`src/rtl/phy_rx_pkg.sv`:
```
// Shared types for the multilane serial receiver: lane state encoding and
// a helper that sizes saturating counters.
package phy_rx_pkg;

    typedef enum logic [1:0] {
        SEARCH = 2'd0,
        ALIGN  = 2'd1,
        SYNC   = 2'd2
    } lane_state_e;

    // Bits needed to hold values 0..max_val inclusive (at least one bit).
    function automatic int cnt_width(input int max_val);
        return (max_val < 1) ? 1 : $clog2(max_val + 1);
    endfunction

endpackage

```
`src/rtl/phy_rx_lane.sv`:
```
// One receive lane: shifts in a serial bit per enabled cycle, hunts for the
// comma, tracks symbol phase and deserialises aligned symbols while in SYNC.
module phy_rx_lane
    import phy_rx_pkg::*;
#(
    parameter int               SYM_W    = 8,
    parameter logic [SYM_W-1:0] COMMA    = SYM_W'(8'hBC),
    parameter int               LOCK_CNT = 2,
    parameter int               LOSS_CNT = 4
) (
    input  logic             clk,
    input  logic             reset,
    input  logic             enable,
    input  logic             din,
    output logic [SYM_W-1:0] sym_data,
    output logic             sym_valid,
    output logic             sym_comma,
    output logic             lane_sync,
    output logic             lane_sync_next
);

    localparam int BW = $clog2(SYM_W);
    localparam int LW = cnt_width(LOCK_CNT);
    localparam int SW = cnt_width(LOSS_CNT);

    localparam logic [BW-1:0] LAST_BIT = BW'(SYM_W - 1);
    localparam logic [LW-1:0] LOCK_TGT = LW'(LOCK_CNT);
    localparam logic [SW-1:0] LOSS_TGT = SW'(LOSS_CNT);

    lane_state_e      state_q, state_d;
    logic [SYM_W-1:0] shreg_q, shreg_d;
    logic [BW-1:0]    bit_cnt_q, bit_cnt_d;
    logic [LW-1:0]    lock_cnt_q, lock_cnt_d;
    logic [SW-1:0]    loss_cnt_q, loss_cnt_d;
    logic [SYM_W-1:0] sym_data_q, sym_data_d;
    logic             sym_valid_q, sym_valid_d;
    logic             sym_comma_q, sym_comma_d;
    logic             lane_sync_q, lane_sync_d;

    logic [SYM_W-1:0] nxt;
    logic             is_comma;
    logic             boundary;

    // The bit arriving this cycle takes part in every comparison, so all
    // decisions are made on the shifted value rather than the stored one.
    always_comb begin
        nxt      = {shreg_q[SYM_W-2:0], din};
        is_comma = (nxt == COMMA);
        boundary = (bit_cnt_q == LAST_BIT);

        state_d     = state_q;
        shreg_d     = shreg_q;
        bit_cnt_d   = bit_cnt_q;
        lock_cnt_d  = lock_cnt_q;
        loss_cnt_d  = loss_cnt_q;
        sym_data_d  = sym_data_q;
        sym_valid_d = 1'b0;
        sym_comma_d = 1'b0;

        if (enable) begin
            shreg_d   = nxt;
            bit_cnt_d = boundary ? '0 : bit_cnt_q + 1'b1;

            unique case (state_q)
                SEARCH: begin
                    if (is_comma) begin
                        bit_cnt_d  = '0;
                        lock_cnt_d = LW'(1);
                        state_d    = (LOCK_CNT == 1) ? SYNC : ALIGN;
                    end
                end
                ALIGN: begin
                    if (boundary) begin
                        if (is_comma) begin
                            lock_cnt_d = lock_cnt_q + 1'b1;
                            if (lock_cnt_q + 1'b1 == LOCK_TGT) begin
                                state_d = SYNC;
                            end
                        end else begin
                            state_d    = SEARCH;
                            lock_cnt_d = '0;
                        end
                    end
                end
                SYNC: begin
                    // Only commas seen off the symbol boundary count towards loss.
                    if (boundary) begin
                        sym_data_d  = nxt;
                        sym_valid_d = 1'b1;
                        sym_comma_d = is_comma;
                        if (is_comma) begin
                            loss_cnt_d = '0;
                        end
                    end else if (is_comma) begin
                        if (loss_cnt_q + 1'b1 == LOSS_TGT) begin
                            state_d    = SEARCH;
                            loss_cnt_d = '0;
                        end else begin
                            loss_cnt_d = loss_cnt_q + 1'b1;
                        end
                    end
                end
                default: begin
                    state_d = SEARCH;
                end
            endcase
        end

        lane_sync_d = (state_d == SYNC);
    end

    always_ff @(posedge clk) begin
        if (!reset) begin
            state_q     <= SEARCH;
            shreg_q     <= '0;
            bit_cnt_q   <= '0;
            lock_cnt_q  <= '0;
            loss_cnt_q  <= '0;
            sym_data_q  <= '0;
            sym_valid_q <= 1'b0;
            sym_comma_q <= 1'b0;
            lane_sync_q <= 1'b0;
        end else begin
            state_q     <= state_d;
            shreg_q     <= shreg_d;
            bit_cnt_q   <= bit_cnt_d;
            lock_cnt_q  <= lock_cnt_d;
            loss_cnt_q  <= loss_cnt_d;
            sym_data_q  <= sym_data_d;
            sym_valid_q <= sym_valid_d;
            sym_comma_q <= sym_comma_d;
            lane_sync_q <= lane_sync_d;
        end
    end

    assign sym_data       = sym_data_q;
    assign sym_valid      = sym_valid_q;
    assign sym_comma      = sym_comma_q;
    assign lane_sync      = lane_sync_q;
    assign lane_sync_next = lane_sync_d;

endmodule

```
`src/rtl/phy_rx_multilane.sv`:
```
// Multilane serial receiver: independent per-lane comma alignment with an
// aggregate all-lanes-synchronised flag.
module phy_rx_multilane
    import phy_rx_pkg::*;
#(
    parameter int               LANES    = 2,
    parameter int               SYM_W    = 8,
    parameter logic [SYM_W-1:0] COMMA    = SYM_W'(8'hBC),
    parameter int               LOCK_CNT = 2,
    parameter int               LOSS_CNT = 4
) (
    input  logic                   clk,
    input  logic                   reset,
    input  logic                   enable,
    input  logic [LANES-1:0]       din,
    output logic [LANES*SYM_W-1:0] sym_data,
    output logic [LANES-1:0]       sym_valid,
    output logic [LANES-1:0]       sym_comma,
    output logic [LANES-1:0]       lane_sync,
    output logic                   all_sync
);

    logic [SYM_W-1:0] lane_data [LANES];
    logic [LANES-1:0] lane_sync_next;
    logic             all_sync_q, all_sync_d;

    for (genvar g = 0; g < LANES; g++) begin : g_lane
        phy_rx_lane #(
            .SYM_W    (SYM_W),
            .COMMA    (COMMA),
            .LOCK_CNT (LOCK_CNT),
            .LOSS_CNT (LOSS_CNT)
        ) u_lane (
            .clk            (clk),
            .reset          (reset),
            .enable         (enable),
            .din            (din[g]),
            .sym_data       (lane_data[g]),
            .sym_valid      (sym_valid[g]),
            .sym_comma      (sym_comma[g]),
            .lane_sync      (lane_sync[g]),
            .lane_sync_next (lane_sync_next[g])
        );

        assign sym_data[g*SYM_W +: SYM_W] = lane_data[g];
    end

    // Built from the lanes' next-state sync so it rises with the last lane_sync.
    always_comb begin
        all_sync_d = &lane_sync_next;
    end

    always_ff @(posedge clk) begin
        if (!reset) begin
            all_sync_q <= 1'b0;
        end else begin
            all_sync_q <= all_sync_d;
        end
    end

    assign all_sync = all_sync_q;

endmodule

```
`config.mk`:
```
export PLATFORM = sky130hd
export DESIGN_NAME = phy_rx_multilane
export DESIGN_NICKNAME = d
export VERILOG_FILES = /design/src/rtl/phy_rx_pkg.sv /design/src/rtl/phy_rx_lane.sv /design/src/rtl/phy_rx_multilane.sv
export SDC_FILE = /design/constraint.sdc
export NUM_CORES = 1
export LEC_CHECK = 0
export CAP_MARGIN = 20
export CORE_ASPECT_RATIO = 1.25
export CORE_MARGIN = 8
export CORE_UTILIZATION = 45
export DETAILED_ROUTE_END_ITERATION = 10
export GPL_TIMING_DRIVEN = 0
export HOLD_SLACK_MARGIN = 0.15
export PLACE_DENSITY = 0.74
export SYNTH_ARGS = -nofsm -noshare
export SYNTH_HDL_FRONTEND = slang
export SYNTH_SLANG_ARGS = --single-unit
export TNS_END_PERCENT = 50
```
`constraint.sdc`:
```
create_clock -name clk -period 1.4 [get_ports clk]
set_input_delay 0.14 -clock clk [delete_from_list [all_inputs] [get_ports clk]]
set_output_delay 0.14 -clock clk [all_outputs]
set_load 0.1 [all_outputs]
```
# [After elaboration in Yosys (flattened, before gate mapping)]
# Index checks and enable logic that the tools add are counted.
[op_classes] add_sub_neg=6 n_eq_ne=18 muxes=42 n_reduce_logical=15
[ops] cell="two-way mux 2 bit" n=22
[ops] cell="two-way mux 3 bit" n=14
[ops] cell="AND reduction 3 bit" n=6
[ops] cell="== test 8 bit (second input constant)" n=2
[ops] cell="AND reduction 4 bit" n=4
[ops] cell="adder 3 x 1 -> 3 bit (second input constant)" n=4
[ops] cell="== test 2 bit (second input constant)" n=6
[ops] cell="== test 3 bit (second input constant)" n=4
[ops] cell="one-hot mux 2 bit (3 select lines)" n=2
[ops] cell="!= test 2 x 1 -> 1 bit (second input constant)" n=4
[ops] cell="one-hot mux 2 bit (2 select lines)" n=2
[ops] cell="adder 2 x 1 -> 2 bit (second input constant)" n=2
[ops] cell="== test 2 x 1 -> 1 bit (second input constant)" n=2
[ops] cell="zero test 2 bit" n=2
[ops] cell="nonzero test 2 bit" n=2
[ops] cell="two-way mux 1 bit" n=2
[ops] cell="AND reduction 2 bit" n=1
[word_totals] ff_bits=57 in_bits=5 elab_cells=100

# [Longest topological paths before layout]
# Gate-level depths: netlist of run 1.
[logic_depth] depth_word=9 depth_mapped=7

# [Cells and area by module]
# Synthesis of run 1 repeated with hierarchy kept, for this count alone.
[unflattened] cells_unflattened=276 hier_area_um2=2524.9
[by_module_without_submodules] mod="phy_rx_lane (g_lane[0].u_lane)" instances=1 cells_each=138 area_per_inst_um2=1261.2 seq_area_each_um2=560.5
[by_module_without_submodules] mod="phy_rx_lane (g_lane[1].u_lane)" instances=1 cells_each=136 area_per_inst_um2=1237.4 seq_area_each_um2=560.5
[by_module_without_submodules] mod="phy_rx_multilane" instances=1 cells_each=2 area_per_inst_um2=26.3 seq_area_each_um2=20.0

# [Worst setup path after synthesis of run 1]
# No wires, ideal clock.
[synth_timing] path_type="register to register" from="register g_lane[1].u_lane.bit_cnt_q[0]" to="register g_lane[1].u_lane.loss_cnt_q[2]" setup_time_ns=0.070 arrival_ns=1.469 setup_slack_ns=-0.139 path_stages_with_launch=6 n_path_buf=1 cell_sequence="dfxtp_1 > ha_1 > ha_1 > buf_2 > or4_1 > a21oi_1"
[synth_via] elab_chain_cells=2
[synth_lines] item="from (decl)" line="phy_rx_lane.sv:32" source="logic [BW-1:0] bit_cnt_q, bit_cnt_d;"
[synth_lines] item="from (signal assigned)" line="phy_rx_lane.sv:126" source="bit_cnt_q <= bit_cnt_d;"
[synth_lines] item="== test 3 bit" line="phy_rx_lane.sv:49" source="boundary = (bit_cnt_q == LAST_BIT);"
[synth_lines] item="via g_lane[1].u_lane.boundary" line="phy_rx_lane.sv:42" source="logic boundary;"
[synth_lines] item="two-way mux 3 bit" line="phy_rx_lane.sv:87" source="if (boundary) begin"
[synth_lines] item="to (signal assigned)" line="phy_rx_lane.sv:128" source="loss_cnt_q <= loss_cnt_d;"
[synth_lines] item="to (decl)" line="phy_rx_lane.sv:34" source="logic [SW-1:0] loss_cnt_q, loss_cnt_d;"
# The timed path passes the listed nets, and every way through them passes these cells.
# A chain may end at the register's enable or synchronous reset.

# [Worst setup path after layout of run 1]
[layout_timing] from="register g_lane[0].u_lane.bit_cnt_q[0]" to="register all_sync_q, in the netlist all_sync"
[layout_via] elab_chain_cells=6 word_cells_on_any_way=7
[layout_lines] item="from (decl)" line="phy_rx_lane.sv:32"
[layout_lines] item="from (signal assigned)" line="phy_rx_lane.sv:126"
[layout_lines] item="== test 3 bit *" line="phy_rx_lane.sv:49"
[layout_lines] item="via g_lane[0].u_lane.boundary" line="phy_rx_lane.sv:42"
[layout_lines] item="two-way mux 2 bit, on equally long branches" line="phy_rx_lane.sv:87, phy_rx_lane.sv:73"
[layout_lines] item="one-hot mux 2 bit (3 select lines) *" line="phy_rx_lane.sv:64" source="unique case (state_q)"
[layout_lines] item="two-way mux 2 bit *" line="phy_rx_lane.sv:60" source="if (enable) begin"
[layout_lines] item="== test 2 bit *" line="phy_rx_lane.sv:109" source="lane_sync_d = (state_d == SYNC);"
[layout_lines] item="AND reduction 2 bit *" line="phy_rx_multilane.sv:50" source="all_sync_d = &lane_sync_next;"
[layout_lines] item="to (signal assigned)" line="phy_rx_multilane.sv:57" source="all_sync_q <= all_sync_d;"
[layout_lines] item="to (decl)" line="phy_rx_multilane.sv:25" source="logic all_sync_q, all_sync_d;"
# Mark *: on every way through the listed nets, which the timed path passes. The rest lies on a longest branch.

==> results of run 1 <==
-- metal layers --
layer  wire length [um]  share of wire
met3                258          0.039
met4                144          0.022
met1               2690           0.41
met5                  0              0
met2               3510           0.53
-- timing repair --
| action | 4_1_cts | 5_1_grt |
|---|---|---|
| setup buffers | 9 | 6 |
| gates cloned | 0 | 2 |
| hold buffers | 0 | 1 |
| endpoints found under the setup margin | 63 | 42 |
| gates resized for setup | 123 | 39 |
| pin swaps | 14 | 11 |
| endpoints found under the hold margin | 0 | 1 |
-- state kept, by name, summed over array words and instances, names as in the netlist --
register                  flops
g_lane.u_lane.sym_valid       2
g_lane.u_lane.loss_cnt_q      6
g_lane.u_lane.sym_comma       2
g_lane.u_lane.lock_cnt_q      4
g_lane.u_lane.shreg_q        14
g_lane.u_lane.state_q         4
g_lane.u_lane.bit_cnt_q       6
all_sync                      1
g_lane.u_lane.lane_sync       2
g_lane.u_lane.sym_data       16
-- cell families after synthesis --
family	share of synthesized area
mux	0.0552
buf+inv	0.0572
xor+xnor	0.00690
flops	0.450
simple gates	0.261
compound gates	0.121
fa+ha+maj	0.0493
-- final cells by class --
type	instances	area, um2
Clock inverter	5	78.8
Multi-Input combinational cell	203	1490
Sequential cell	57	1180
Tap cell	64	80.1
Fill cell	409	1880
Timing Repair Buffer	45	427
Buffer	19	139
Inverter	7	26.3
Clock buffer	11	141
-- how the worst max path moves through the flow --
stage | slack, ps | from | cells after the start | to
6_report | -150 | g_lane[0].u_lane.bit_cnt_q[0] | 6 | all_sync
5_1_grt | -200 | g_lane[1].u_lane.shreg_q[3] | 5 | g_lane[1].u_lane.loss_cnt_q[2]
4_1_cts | -110 | g_lane[1].u_lane.shreg_q[0] | 5 | g_lane[1].u_lane.loss_cnt_q[2]
3_5_place_dp | -470 | din[1] | 5 | all_sync
3_3_place_gp | -480 | enable | 7 | g_lane[0].u_lane.sym_data[5]
2_1_floorplan | -6 | g_lane[1].u_lane.loss_cnt_q[1] | 4 | g_lane[1].u_lane.loss_cnt_q[2]
-- stage by stage --
stage | util | setup WS (ps)
after global placement | 0.538 | -479
after global routing | 0.654 | -198
final | 0.654 | -153
after detailed placement | 0.538 | -475
after CTS | 0.622 | -106
after floorplan | - | -5.74
-- cells in the mapped netlist --
master,n
and3b_1,1
and4b_1,3
o41ai_1,1
and2_1,3
nor2b_1,8
nand3b_1,1
and3_1,2
ha_1,10
clkbuf_1,8
a41oi_1,1
a32o_1,1
a211oi_1,2
nand2b_1,5
a31oi_1,1
buf_2,5
buf_6,1
nand4_1,1
nand4b_1,2
dfxtp_1,57
and4_2,1
buf_4,7
or2b_2,1
a21oi_1,33
o21ai_0,10
xor2_1,2
and2b_4,1
nor3_1,5
o21ai_1,1
nand2_1,44
nand4_4,1
inv_1,7
nand3_1,7
a2111o_1,1
o21a_1,2
o41a_1,1
nand4bb_1,3
mux2i_1,14
or4_1,1
nor4_1,2
and4bb_4,1
nor2_1,25
and4bb_2,1
nor4b_1,1
or3_1,3
-- worst max-delay path: stages (launching register included) --
cell and delay, ps:
dfxtp_2 360, ha_4 150, ha_4 190, nand2b_4 70, o41ai_4 400, o21ai_2 150
nor4_2 140
-- power by group --
| part | switching [W] | total [W] | leakage, nW | internal (W) |
|---|---|---|---|---|
| clock | 0.000659 | 0.00171 | 0.113 | 0.00105 |
| sequential | 0.0000207 | 0.00166 | 0.472 | 0.00164 |
| combinational | 0.000114 | 0.000197 | 0.819 | 0.0000838 |
==> results.yml, run 1 <==
worst_setup_path:
  rr_worst_depth: 6
  end_kind: "register"
  reg2reg_from: "g_lane[0].u_lane.bit_cnt_q[0]"
  cp-start-kind: "register"
  cp_max_fo: 6
  worstSetupPathType: "register to register"
  arrival_ps: 1800
  r2r_end: "all_sync"
  regToRegSetupSlack_ps: -150
  cp.required_ps: 1640
final_layout:
  drive_gt1_frac: 0.383
  instances_no_fill: 411
  fin_area_um2: 3560
  synthToLayoutAreaGrowth_pct: 40.2
  final_cell_mix: "43 x nand2_1, 34 x dfxtp_1, 30 x a21oi_1"
  layout_commonest_cell: "nand2_1"
  diodes: 0
  fin_nets: 357
min_path:
  hold_depth: 3
  min_to: "g_lane[1].u_lane.shreg_q[0]"
  hp-class: "primary input to register"
  hp-start: "din[1]"
yosys:
  synthesis.nets: 303
  synthCells: 288
  ys_warn_count: 0
  netlist_area_um2: 2540
  ys_seq_area_frac: 0.450
  avgSynthCellArea_um2: 8.81
  yosys_register_bits: 57
  synth.area.top_cells: "dfxtp_1 45%, a21oi_1 6.5%, nand2_1 6.5%"
  yosysUniqueCellTypes: 44
  yosysTopAreaCell: "dfxtp_1"
  yosysTopAreaCellShare: 0.450
timing:
  period_needed_ps: 1550
  rsz0062_at_grt: "true"
  drv_slew: 0
  setup_tns_ps: -854
  maxSlewHeadroom: 0.569
  worst-slew-pin-transition_ps: 646
  finalSetupViolations: 14
  fin_skew_ps: 9.26
  whs_ps: 163
  worst_slack_ps: -153
  fmax_ghz: 0.644
  fin_crit_sh: 1.11
  final_hold_viol_count: 0
detailed_routing:
  wire_per_inst_um: 16.0
  initialDrtViolationCount: 118
  drt_pass1_iterations: 5
  antenna_left: 0
  wirelength_um: 6600
  dr_total_vias: 2258
  drc_errors: 0
  viasPerCell: 5.49
job:
  drv_cap: 0
placed_design:
  hpwl_um: 3850
  gp_congestion: 0.831
  placed_cell_area_um2: 2930
  dp_cells: 379
  io_buffers: 27
global_route:
  grt_use_total: 0.140
  grt_util_met2: 0.254
  grt_pass1_wl_um: 9680
  met3_usage: 0.0292
  grt_remaining_overflow: 0
  antenna_found_initial: 0
  grt_max_degree: 11
  grtUsageMet1: 0.148
  top_usage_layer: "met2"
  grt_pass1_vias: 2095
clock_tree:
  cts_root_buffer: "clkbuf_8"
  clkTransAtPathRegs_ps: 70
  cts.sinks: 57
  cts_tree: "built"
  cts-buffers-inserted: 9
  clk_latency_ps: 340
  cts_buffer_depth: 2
  htree_levels: 3
floorplan:
  die_area_um2: 8310
  start_util: 0.466
  core_um2: 5440
  die_h_um: 100
  io_pins: 28
  die_x_um: 83.2
  std_cell_rows: 30
pwr:
  power_w: 0.00356
  p_leak_nw: 1.40
  ir_worst_vdd_mv: 0.900
  power_density_nw_per_um2: 1000
status:
  violations: "setup timing"
  status: "complete, but fails checks"
Power figures use the tool's default switching activity.
==> run 2, diff against run 1 <==
--- a/config.mk
+++ b/config.mk
@@ -15,5 +15,6 @@
 export PLACE_DENSITY = 0.74
 export SYNTH_ARGS = -nofsm -noshare
 export SYNTH_HDL_FRONTEND = slang
+export SYNTH_HIERARCHICAL = 1
 export SYNTH_SLANG_ARGS = --single-unit
 export TNS_END_PERCENT = 50
==> run 2 against run 1 <==
Net effect:
- the flow still finishes with violations (setup timing)
- largest cell class unchanged
- first-iteration DRC count rose by 14%
- utilization fell by 2.6 points
- sequential share of layout area rose by 1.4 points
- largest power group is now sequential cells
- synthesized cell count fell by 4.2%
- area after synthesis fell by 0.49%
- worst setup slack improved by 25 ps
==> results.yml, run 2 <==
status:
  status: "complete, but fails checks"
  violations: "setup timing"
detailed_routing:
  dr_total_vias: 2221
  drt_pass1_iterations: 4
  viasPerCell: 5.57
  wirelength_um: 6020
  initialDrtViolationCount: 134
  drc_errors: 0
  wire_per_inst_um: 15.1
  antenna_left: 0
yosys:
  muxShareOfSynthArea: 0.0555
  synthArstFlopShare: 0
  avgSynthCellArea_um2: 9.15
  yosys_register_bits: 57
  synth_compound_area_frac: 0.138
  yosysTopAreaCell: "dfxtp_1"
  netlist_area_um2: 2520
  ys_seq_area_frac: 0.452
  ys_warn_count: 6
  ys.flop_type: "dfxtp_1"
  synth_fa_ha_area_frac: 0.0496
  synthesis.nets: 291
  yosysMostFrequentCell: "dfxtp_1"
  synth_top_family_by_area: "simple AND/OR/NAND/NOR gates"
  yosysTopAreaCellShare: 0.452
  synth_common_cells: "57 x dfxtp_1, 47 x nand2_1, 24 x nor2_1"
  synth.area.top_cells: "dfxtp_1 45%, nand2_1 7.0%, mux2i_1 5.6%"
  yosys.area_share.simple: 0.269
  yosysUniqueCellTypes: 42
  synth_edf_count: 0
  synth-xor-area-share: 0.00694
  synthCells: 276
min_path:
  hold_depth: 3
  hp-class: "primary input to register"
  min_to: "g_lane[0].u_lane/loss_cnt_q[2]"
  hp-start: "reset"
timing:
  worst_slack_ps: -128
  finalSetupViolations: 13
  fin_crit_sh: 1.09
  fmax_ghz: 0.655
  maxSlewHeadroom: 0.635
  worst-slew-pin-transition_ps: 548
  period_needed_ps: 1530
  final_hold_viol_count: 0
  drv_slew: 0
  fin_skew_ps: 7.08
  rsz0062_at_grt: "true"
pwr:
  power_density_nw_per_um2: 973
  p_leak_nw: 1.32
  sw_frac_of_total: 0.229
  p_comb_frac: 0.043
  power_w: 0.00332
  seq_power_share: 0.498
  ir_worst_vdd_mv: 0.730
  p_switching_w: 0.000761
  p_int_w: 0.00256
  p_clk_frac: 0.459
worst_setup_path:
  regToRegSetupSlack_ps: -130
  cp.required_ps: 1620
  end_kind: "register"
  cp_max_fo: 5
  worstSetupPathType: "register to register"
  rr_worst_depth: 7
  cp-start-kind: "register"
  max_stage_delay_ps: 340
  cp_slowest_cell: "dfxtp_2"
  path_cells: "ha_4 > ha_4 > nor2b_1 > nand4_1 > a211oi_2 > nor2_1 > and3_1"
  arrival_ps: 1750
  reg2reg_from: "g_lane[1].u_lane/bit_cnt_q[1]"
  crit_top_cell: "ha_4"
  r2r_end: "all_sync"
global_route:
  grt_use_total: 0.142
  antenna_found_initial: 0
  grt_pass1_wl_um: 9620
  grt_max_degree: 12
  grt_remaining_overflow: 0
  grt_pass1_vias: 2163
clock_tree:
  htree_levels: 3
  cts.sinks: 57
  clk_latency_ps: 340
  cts-buffers-inserted: 9
  cts_root_buffer: "clkbuf_8"
  cts_buffer_depth: 2
  cts_tree: "built"
  clkTransAtPathRegs_ps: 70
placed_design:
  hpwl_um: 3830
  place_ws_ps: -568
  gp_congestion: 0.901
  io_buffers: 27
floorplan:
  die_area_um2: 8280
  start_util: 0.464
  die_x_um: 83
  std_cell_rows: 30
  core_um2: 5440
  io_pins: 28
  die_h_um: 99.8
final_layout:
  diodes: 0
  fillerInstances: 462
  largest_register_ffs: 16
  layout_commonest_cell: "nand2_1"
  synthToLayoutAreaGrowth_pct: 35.2
  regArea_um2: 1180
  fin_nets: 345
  final_cell_mix: "45 x nand2_1, 37 x dfxtp_1, 24 x nor2_1"
  drive_gt1_frac: 0.364
  multiInputGateArea_um2: 1490
job:
  drv_cap: 0
run 2: cell count changes in the layout (fill, tap and decap cells not counted), moves of 4 or more:
cell	delta
buf_4	-6
a32o_1	+6
a21oi_1	-10
clkdlybuf4s18_2	+4
dfxtp_2	-4
inv_1	-5
buf_2	+6
clkdlybuf4s15_2	-7
run 2: area by class of cell:
cell class / count / area share
multi-input cells: 202 / 0.435
flip-flops and latches: 57 / 0.344
repair buffers: 44 / 0.110
clock buffers: 11 / 0.0414
plain buffers: 12 / 0.0249
well taps: 64 / 0.0235
clock inverters: 5 / 0.0161
inverters: 4 / 0.00440
run 2: routing by layer:
metal  global-route usage  share of wire
met1                0.137           0.40
met5                    0              0
met3               0.0507          0.061
met2                0.258           0.52
met4               0.0759          0.015
run 2: logic make-up (layout without fill, tap and decap cells):
logic type	count (synthesis)	after routing
buffers and inverters	17	76
flip-flops	57	57
adder cells (fa/ha/maj)	10	10
AND/OR/NAND/NOR	123	123
XOR/XNOR	2	2
multiplexers	14	14
AO/OA/AOI/OAI	53	53
run 2: how the worst max path moves through the flow:
stage,to,cells after the start,from,slack [ps]
4_1_cts,g_lane[0].u_lane/bit_cnt_q[1],4,g_lane[0].u_lane/shreg_q[0],-110
3_5_place_dp,all_sync,6,enable,-570
6_report,all_sync,7,g_lane[1].u_lane/bit_cnt_q[1],-130
2_1_floorplan,g_lane[0].u_lane/bit_cnt_q[2],4,g_lane[0].u_lane/shreg_q[0],-20
3_3_place_gp,all_sync,7,enable,-540
5_1_grt,all_sync,7,g_lane[1].u_lane/bit_cnt_q[0],-220
run 2: power by group through the flow:
stage	logic (W)	clock network (W)	registers (W)
floorplan	0.0000849	0	0.00169
global placement	0.000124	0	0.00169
detailed placement	0.000127	0	0.00169
CTS	0.000134	0.00156	0.00166
global route	0.000157	0.00166	0.00166
finish	0.000141	0.00153	0.00165
run 2: through the flow:
stage	hold slack [ps]	cell area, um2	utilization	TNS, ps	cells
global placement	442	2910	0.534	-26010	367
finish	388	3410	0.627	-1020	399
global route	396	3410	0.627	-1950	399
floorplan	276	2560	-	-116	276
CTS	372	3270	0.600	-842	386
detailed placement	446	2910	0.534	-26670	367
run 2: worst max-delay path, delay by kind of cell, from the launching register on:
family | cells | cell delay [ps]
and+or+nand+nor | 4 | 420
adders and majority gates | 2 | 330
AOI/OAI and AO/OA | 1 | 320
DFF | 1 | 340
run 2: timing repair:
action                                  4_1_cts  5_1_grt
hold buffers                                  0        0
pin swaps                                     8       18
gates cloned                                  0        1
endpoints found under the setup margin       65       53
gates resized for setup                      98       57
setup buffers                                 3       13
